### src/rtl/counter_access_arbiter_pkg.sv
// Shared encodings for the counter access arbiter: command codes, FSM states
// and small index helpers for the three-requester round robin.
package counter_access_arbiter_pkg;

  typedef enum logic [1:0] {
    CMD_NOP  = 2'b00,
    CMD_UP   = 2'b01,
    CMD_DOWN = 2'b10,
    CMD_LOAD = 2'b11
  } cmd_e;

  typedef enum logic {
    ST_ARB  = 1'b0,
    ST_EXEC = 1'b1
  } state_e;

  function automatic logic [1:0] oh_to_idx(input logic [2:0] oh);
    logic [1:0] idx;
    if (oh[2]) begin
      idx = 2'd2;
    end else if (oh[1]) begin
      idx = 2'd1;
    end else begin
      idx = 2'd0;
    end
    return idx;
  endfunction

  function automatic logic [1:0] next_ptr(input logic [1:0] idx);
    logic [1:0] nxt;
    if (idx == 2'd2) begin
      nxt = 2'd0;
    end else begin
      nxt = idx + 2'd1;
    end
    return nxt;
  endfunction

endpackage

### src/rtl/counter_access_arbiter_rr_arbiter3.sv
// Combinational three-way round-robin picker: first set request at or above
// the pointer, wrapping, returned one-hot.
module rr_arbiter3 (
  input  logic [2:0] req,
  input  logic [1:0] ptr,
  output logic [2:0] gnt,
  output logic       valid
);

  // Search order rotates with the pointer
  always_comb begin
    gnt = 3'b000;
    case (ptr)
      2'd1: begin
        if (req[1]) gnt = 3'b010;
        else if (req[2]) gnt = 3'b100;
        else if (req[0]) gnt = 3'b001;
        else gnt = 3'b000;
      end
      2'd2: begin
        if (req[2]) gnt = 3'b100;
        else if (req[0]) gnt = 3'b001;
        else if (req[1]) gnt = 3'b010;
        else gnt = 3'b000;
      end
      default: begin
        if (req[0]) gnt = 3'b001;
        else if (req[1]) gnt = 3'b010;
        else if (req[2]) gnt = 3'b100;
        else gnt = 3'b000;
      end
    endcase
  end

  assign valid = |req;

endmodule

### src/rtl/counter_access_arbiter.sv
// Saturating shared counter: three requesters arbitrated round-robin, one
// granted command (NOP/UP/DOWN/LOAD) executed every two cycles.
module counter_access_arbiter
  import counter_access_arbiter_pkg::*;
#(
  parameter int WIDTH = 5,
  parameter int N_REQ = 3
) (
  input  logic                   CLK,
  input  logic                   RST,
  input  logic [N_REQ-1:0]       REQ,
  input  logic [2*N_REQ-1:0]     CMD,
  input  logic [WIDTH*N_REQ-1:0] LD_VAL,
  output logic [N_REQ-1:0]       GNT,
  output logic                   REJ,
  output logic [WIDTH-1:0]       Counter,
  output logic                   High,
  output logic                   Low
);

  state_e           state, state_nxt;
  logic [1:0]       ptr;
  logic [2:0]       win;
  logic             win_valid;
  logic [2:0]       sel_oh;
  logic [1:0]       sel_idx;
  cmd_e             sel_cmd;
  logic [WIDTH-1:0] sel_val;
  logic             blocked;
  logic [WIDTH-1:0] counter_nxt;

  rr_arbiter3 u_rr (
    .req   (REQ[2:0]),
    .ptr   (ptr),
    .gnt   (win),
    .valid (win_valid)
  );

  assign High = &Counter;
  assign Low  = ~|Counter;

  // In ARB look at the candidate winner (to register REJ alongside GNT);
  // in EXEC look at the registered winner, whose command is executed.
  assign sel_oh  = (state == ST_EXEC) ? GNT[2:0] : win;
  assign sel_idx = oh_to_idx(sel_oh);
  assign sel_cmd = cmd_e'(CMD[2*sel_idx +: 2]);
  assign sel_val = LD_VAL[WIDTH*sel_idx +: WIDTH];
  assign blocked = ((sel_cmd == CMD_UP) && High) || ((sel_cmd == CMD_DOWN) && Low);

  // Next state
  always_comb begin
    state_nxt = state;
    case (state)
      ST_ARB: begin
        if (win_valid) state_nxt = ST_EXEC;
        else state_nxt = ST_ARB;
      end
      ST_EXEC: state_nxt = ST_ARB;
      default: state_nxt = ST_ARB;
    endcase
  end

  // Saturating counter update, only in EXEC
  always_comb begin
    counter_nxt = Counter;
    if (state == ST_EXEC) begin
      case (sel_cmd)
        CMD_UP: begin
          if (!High) counter_nxt = Counter + {{(WIDTH-1){1'b0}}, 1'b1};
          else counter_nxt = Counter;
        end
        CMD_DOWN: begin
          if (!Low) counter_nxt = Counter - {{(WIDTH-1){1'b0}}, 1'b1};
          else counter_nxt = Counter;
        end
        CMD_LOAD: counter_nxt = sel_val;
        default:  counter_nxt = Counter;
      endcase
    end else begin
      counter_nxt = Counter;
    end
  end

  // State, pointer, counter and grant/reject pulse registers
  always_ff @(posedge CLK) begin
    if (!RST) begin
      state   <= ST_ARB;
      ptr     <= 2'd0;
      Counter <= '0;
      GNT     <= '0;
      REJ     <= 1'b0;
    end else begin
      state   <= state_nxt;
      Counter <= counter_nxt;
      if ((state == ST_ARB) && win_valid) begin
        GNT <= win;
        REJ <= blocked;
        ptr <= next_ptr(oh_to_idx(win));
      end else begin
        GNT <= '0;
        REJ <= 1'b0;
      end
    end
  end

endmodule

### config.mk
export PLATFORM = sky130hd
export DESIGN_NAME = counter_access_arbiter
export DESIGN_NICKNAME = d
export VERILOG_FILES = /design/src/rtl/counter_access_arbiter_pkg.sv /design/src/rtl/counter_access_arbiter_rr_arbiter3.sv /design/src/rtl/counter_access_arbiter.sv
export SDC_FILE = /design/constraint.sdc
export NUM_CORES = 1
export LEC_CHECK = 0
export CAP_MARGIN = 20
export CELL_PAD_IN_SITES_DETAIL_PLACEMENT = 1
export CELL_PAD_IN_SITES_GLOBAL_PLACEMENT = 1
export CORE_ASPECT_RATIO = 1.25
export CORE_MARGIN = 2
export CORE_UTILIZATION = 30
export DETAILED_ROUTE_END_ITERATION = 10
export GPL_TIMING_DRIVEN = 0
export PLACE_DENSITY_LB_ADDON = 0.1
export SYNTH_ARGS = -nofsm -noshare
export SYNTH_HDL_FRONTEND = slang
export SYNTH_SLANG_ARGS = --single-unit
### constraint.sdc
create_clock -name CLK -period 5 [get_ports CLK]
set_clock_uncertainty 0.15 [all_clocks]
set_input_delay 1 -clock CLK [delete_from_list [all_inputs] [get_ports CLK]]
set_output_delay 1 -clock CLK [all_outputs]
set_load 0.02 [all_outputs]
==> out/metrics.cfg <==
[clock_tree]
insertion_delay_ps=240
htree_levels=1
post_cts_buffers=0
cts_hold_buf=0
tritoncts=yes
cts_sinks=12
root_buffer=clkbuf_8
clk_pin_slew_ps=60
cts_made_buffers=3
postCtsResizedCells=0
cts.path.max_buffers=2

[synthesis]
ys_seq_elements=12
async_flop_share_pct=0
synth_edf_count=0
yosysWarnings=0
synth_top_cell_by_area=dfxtp_1
synth_top_cell_area_share_pct=23.0
synthTopCellsByCount=nand2_1 (13), nor2_1 (13), dfxtp_1 (12)
synth_area_leaders=dfxtp_1 (23%), mux2i_1 (6.7%), nand3_1 (4.8%), o21ai_0 (4.8%), nand2_1 (4.7%)
synth_cell_types=45
syn-cell-area_mm2=0.00104
synth_flop_cell=dfxtp_1
syn_inst=132
syn_nets=161
syn_avg_cell_area_um2=7.90
ys_seq_area_share_pct=23.0

[critical_path]
critPathKind=input port to register
critPathMaxStageDelay_ps=530
end_kind=register
critPathSlowestCell=clkdlybuf4s50_1
crit_path_cell_trace=clkdlybuf4s50_1 -> nor3b_4 -> o311a_4 -> o21ai_2 -> a31o_2 -> nor2_4 -> xor2_1 -> ha_1 -> nand3_1 -> a21oi_1 -> a31oi_1 -> o31a_1 -> o22ai_1
worst_setup_path_start_kind=input port
cp.arrival_ps=3780
critPathRequiredTime_ps=5030
crit_fanout=6

[placement]
dp_hpwl_um=2730
place.gp.congestion=0.783
portBuffers=36
dpl_cell_area_mm2=0.00145
place_ws_ps=1010

[timing]
rsz0062_at_grt=no
clock.fmax_ghz=0.266
tightest_slew_ps=549
period_needed_ps=3750
setup_ws_ps=1250
setup_violations=0
fin_tns_setup_ps=0
fin_crit_sh_pct=75.1
slew_viol_final=0
slew_headroom_pct=63.2
hold_violations=0

[min_path]
hold_class=register to register

[power_and_ir_drop]
peakVddDrop_mv=0.182
power_density_mw_per_mm2=270
design_power_total_uw=406
leakage_uw=0.000568

[layout]
multi_input_area_um2=747
stdcell_area_mm2=0.00150
nFillCells=404
area_delta_synth_final_pct=44.3
n_antenna_cell=0
nets=202
layout-drive-gt1-share_pct=11.0
fin_util_pct=46.2
regArea_um2=240

[floorplanning]
die_x_um=56.7
die_h_um=69.9
fp.coreArea_mm2=0.00325
start_util_pct=32.1
die-area_mm2=0.00396
rows=23
ios=37

[routing]
initialDrtViolationCount=27
drc=0
firstDrtPassIters=4
final_antenna_net_count=0
vias=1160
via_per_inst=5.55
wirelength_um=3290
wl_per_cell_um=15.8

[run_status]
status=finished, final reports clean

[global_route]
overflow=0
grt_first_pass_wirelength_um=5760
grt_usage_pct=18.2
grt_pass1_vias=1290
grt_antenna_before_repair=0
grt_max_degree=11

[flow_run]
cap_violations=0

cells in the final DEF, fill, tap and decap left out, types with 2 or more instances in the layout:
| master | count |
|---|---|
| inv_1 | 8 |
| nand2_1 | 13 |
| clkbuf_8 | 4 |
| dfxtp_1 | 12 |
| o21ai_2 | 2 |
| o22ai_1 | 2 |
| o21a_1 | 2 |
| a31o_2 | 2 |
| nor3_1 | 3 |
| a21oi_1 | 6 |
| a211oi_1 | 4 |
| nand3_1 | 10 |
| clkdlybuf4s50_1 | 36 |
| mux2i_1 | 7 |
| a31oi_1 | 2 |
| o21ai_0 | 10 |
| o211ai_1 | 3 |
| ha_1 | 3 |
| buf_2 | 2 |
| and2_1 | 2 |
| nor2_1 | 13 |
per-stage QoR:
step / hold WS [ps] / cells
floorplan: 314 / 132
global placement: 338 / 205
detailed placement: 354 / 205
CTS: 365 / 209
global route: 390 / 209
finish: 360 / 209
area by class of cell:
type                            instances  area share (%)
Sequential cell                        12            16.0
Inverter                                8            2.00
Clock buffer                            4            3.66
Multi-Input combinational cell        108            49.7
Buffer                                  4            1.66
Tap cell                               37            3.08
Timing Repair Buffer                   36            24.0
layer usage:
metal | vias to the layer above | part of all wire, % | GRT usage, %
met3 | 8 | 3.2 | 4.26
met2 | 25 | 56 | 35.4
met4 | 0 | 1.9 | 5.03
met5 | - | 0 | 0
li1 | 573 | - | -
met1 | 554 | 38 | 18.6
power by group:
group / internal, µW / leakage, µW / switching, µW
combinational: 85.7 / 0.000441 / 99.5
clock: 69.6 / 0.0000288 / 37.3
sequential: 105 / 0.0000982 / 9.33
total: 260 / 0.000568 / 146
path summary, 6_finish.rpt:
check	start	endpoint	slack [ps]	depth (start not counted)
worst min-delay path	ptr[1]$_SDFFE_PN0P_	ptr[1]$_SDFFE_PN0P_	360	2
worst max-delay path	REQ[0]	Counter[4]$_SDFFE_PN0P_	1250	13
worst min register to register	ptr[1]$_SDFFE_PN0P_	ptr[1]$_SDFFE_PN0P_	360	2
worst max register to register	ptr[0]$_SDFFE_PN0P_	Counter[4]$_SDFFE_PN0P_	1790	14
state kept, by name, summed over array words and instances (netlist names):
register	flops
ptr	2
GNT	3
REJ	1
Counter	5
state	1
worst max-delay path: cells and delay by family:
| family | cells | cell delay [ps] |
|---|---|---|
| compound gates | 7 | 1220 |
| simple gates | 3 | 610 |
| buf+inv | 1 | 530 |
| fa+ha+maj | 1 | 250 |
| xor+xnor | 1 | 170 |
cell families after synthesis:
kind of cell,after synthesis,share of synthesized area [%]
adders and majority gates,3,3.60
AOI/OAI and AO/OA,47,35.4
buffers and inverters,12,5.28
muxes,7,6.72
xor gates and xnor gates,1,0.840
DFF,12,23.0
and+or+nand+nor,50,25.1
Note: power is estimated with default switching activity, not from simulation.
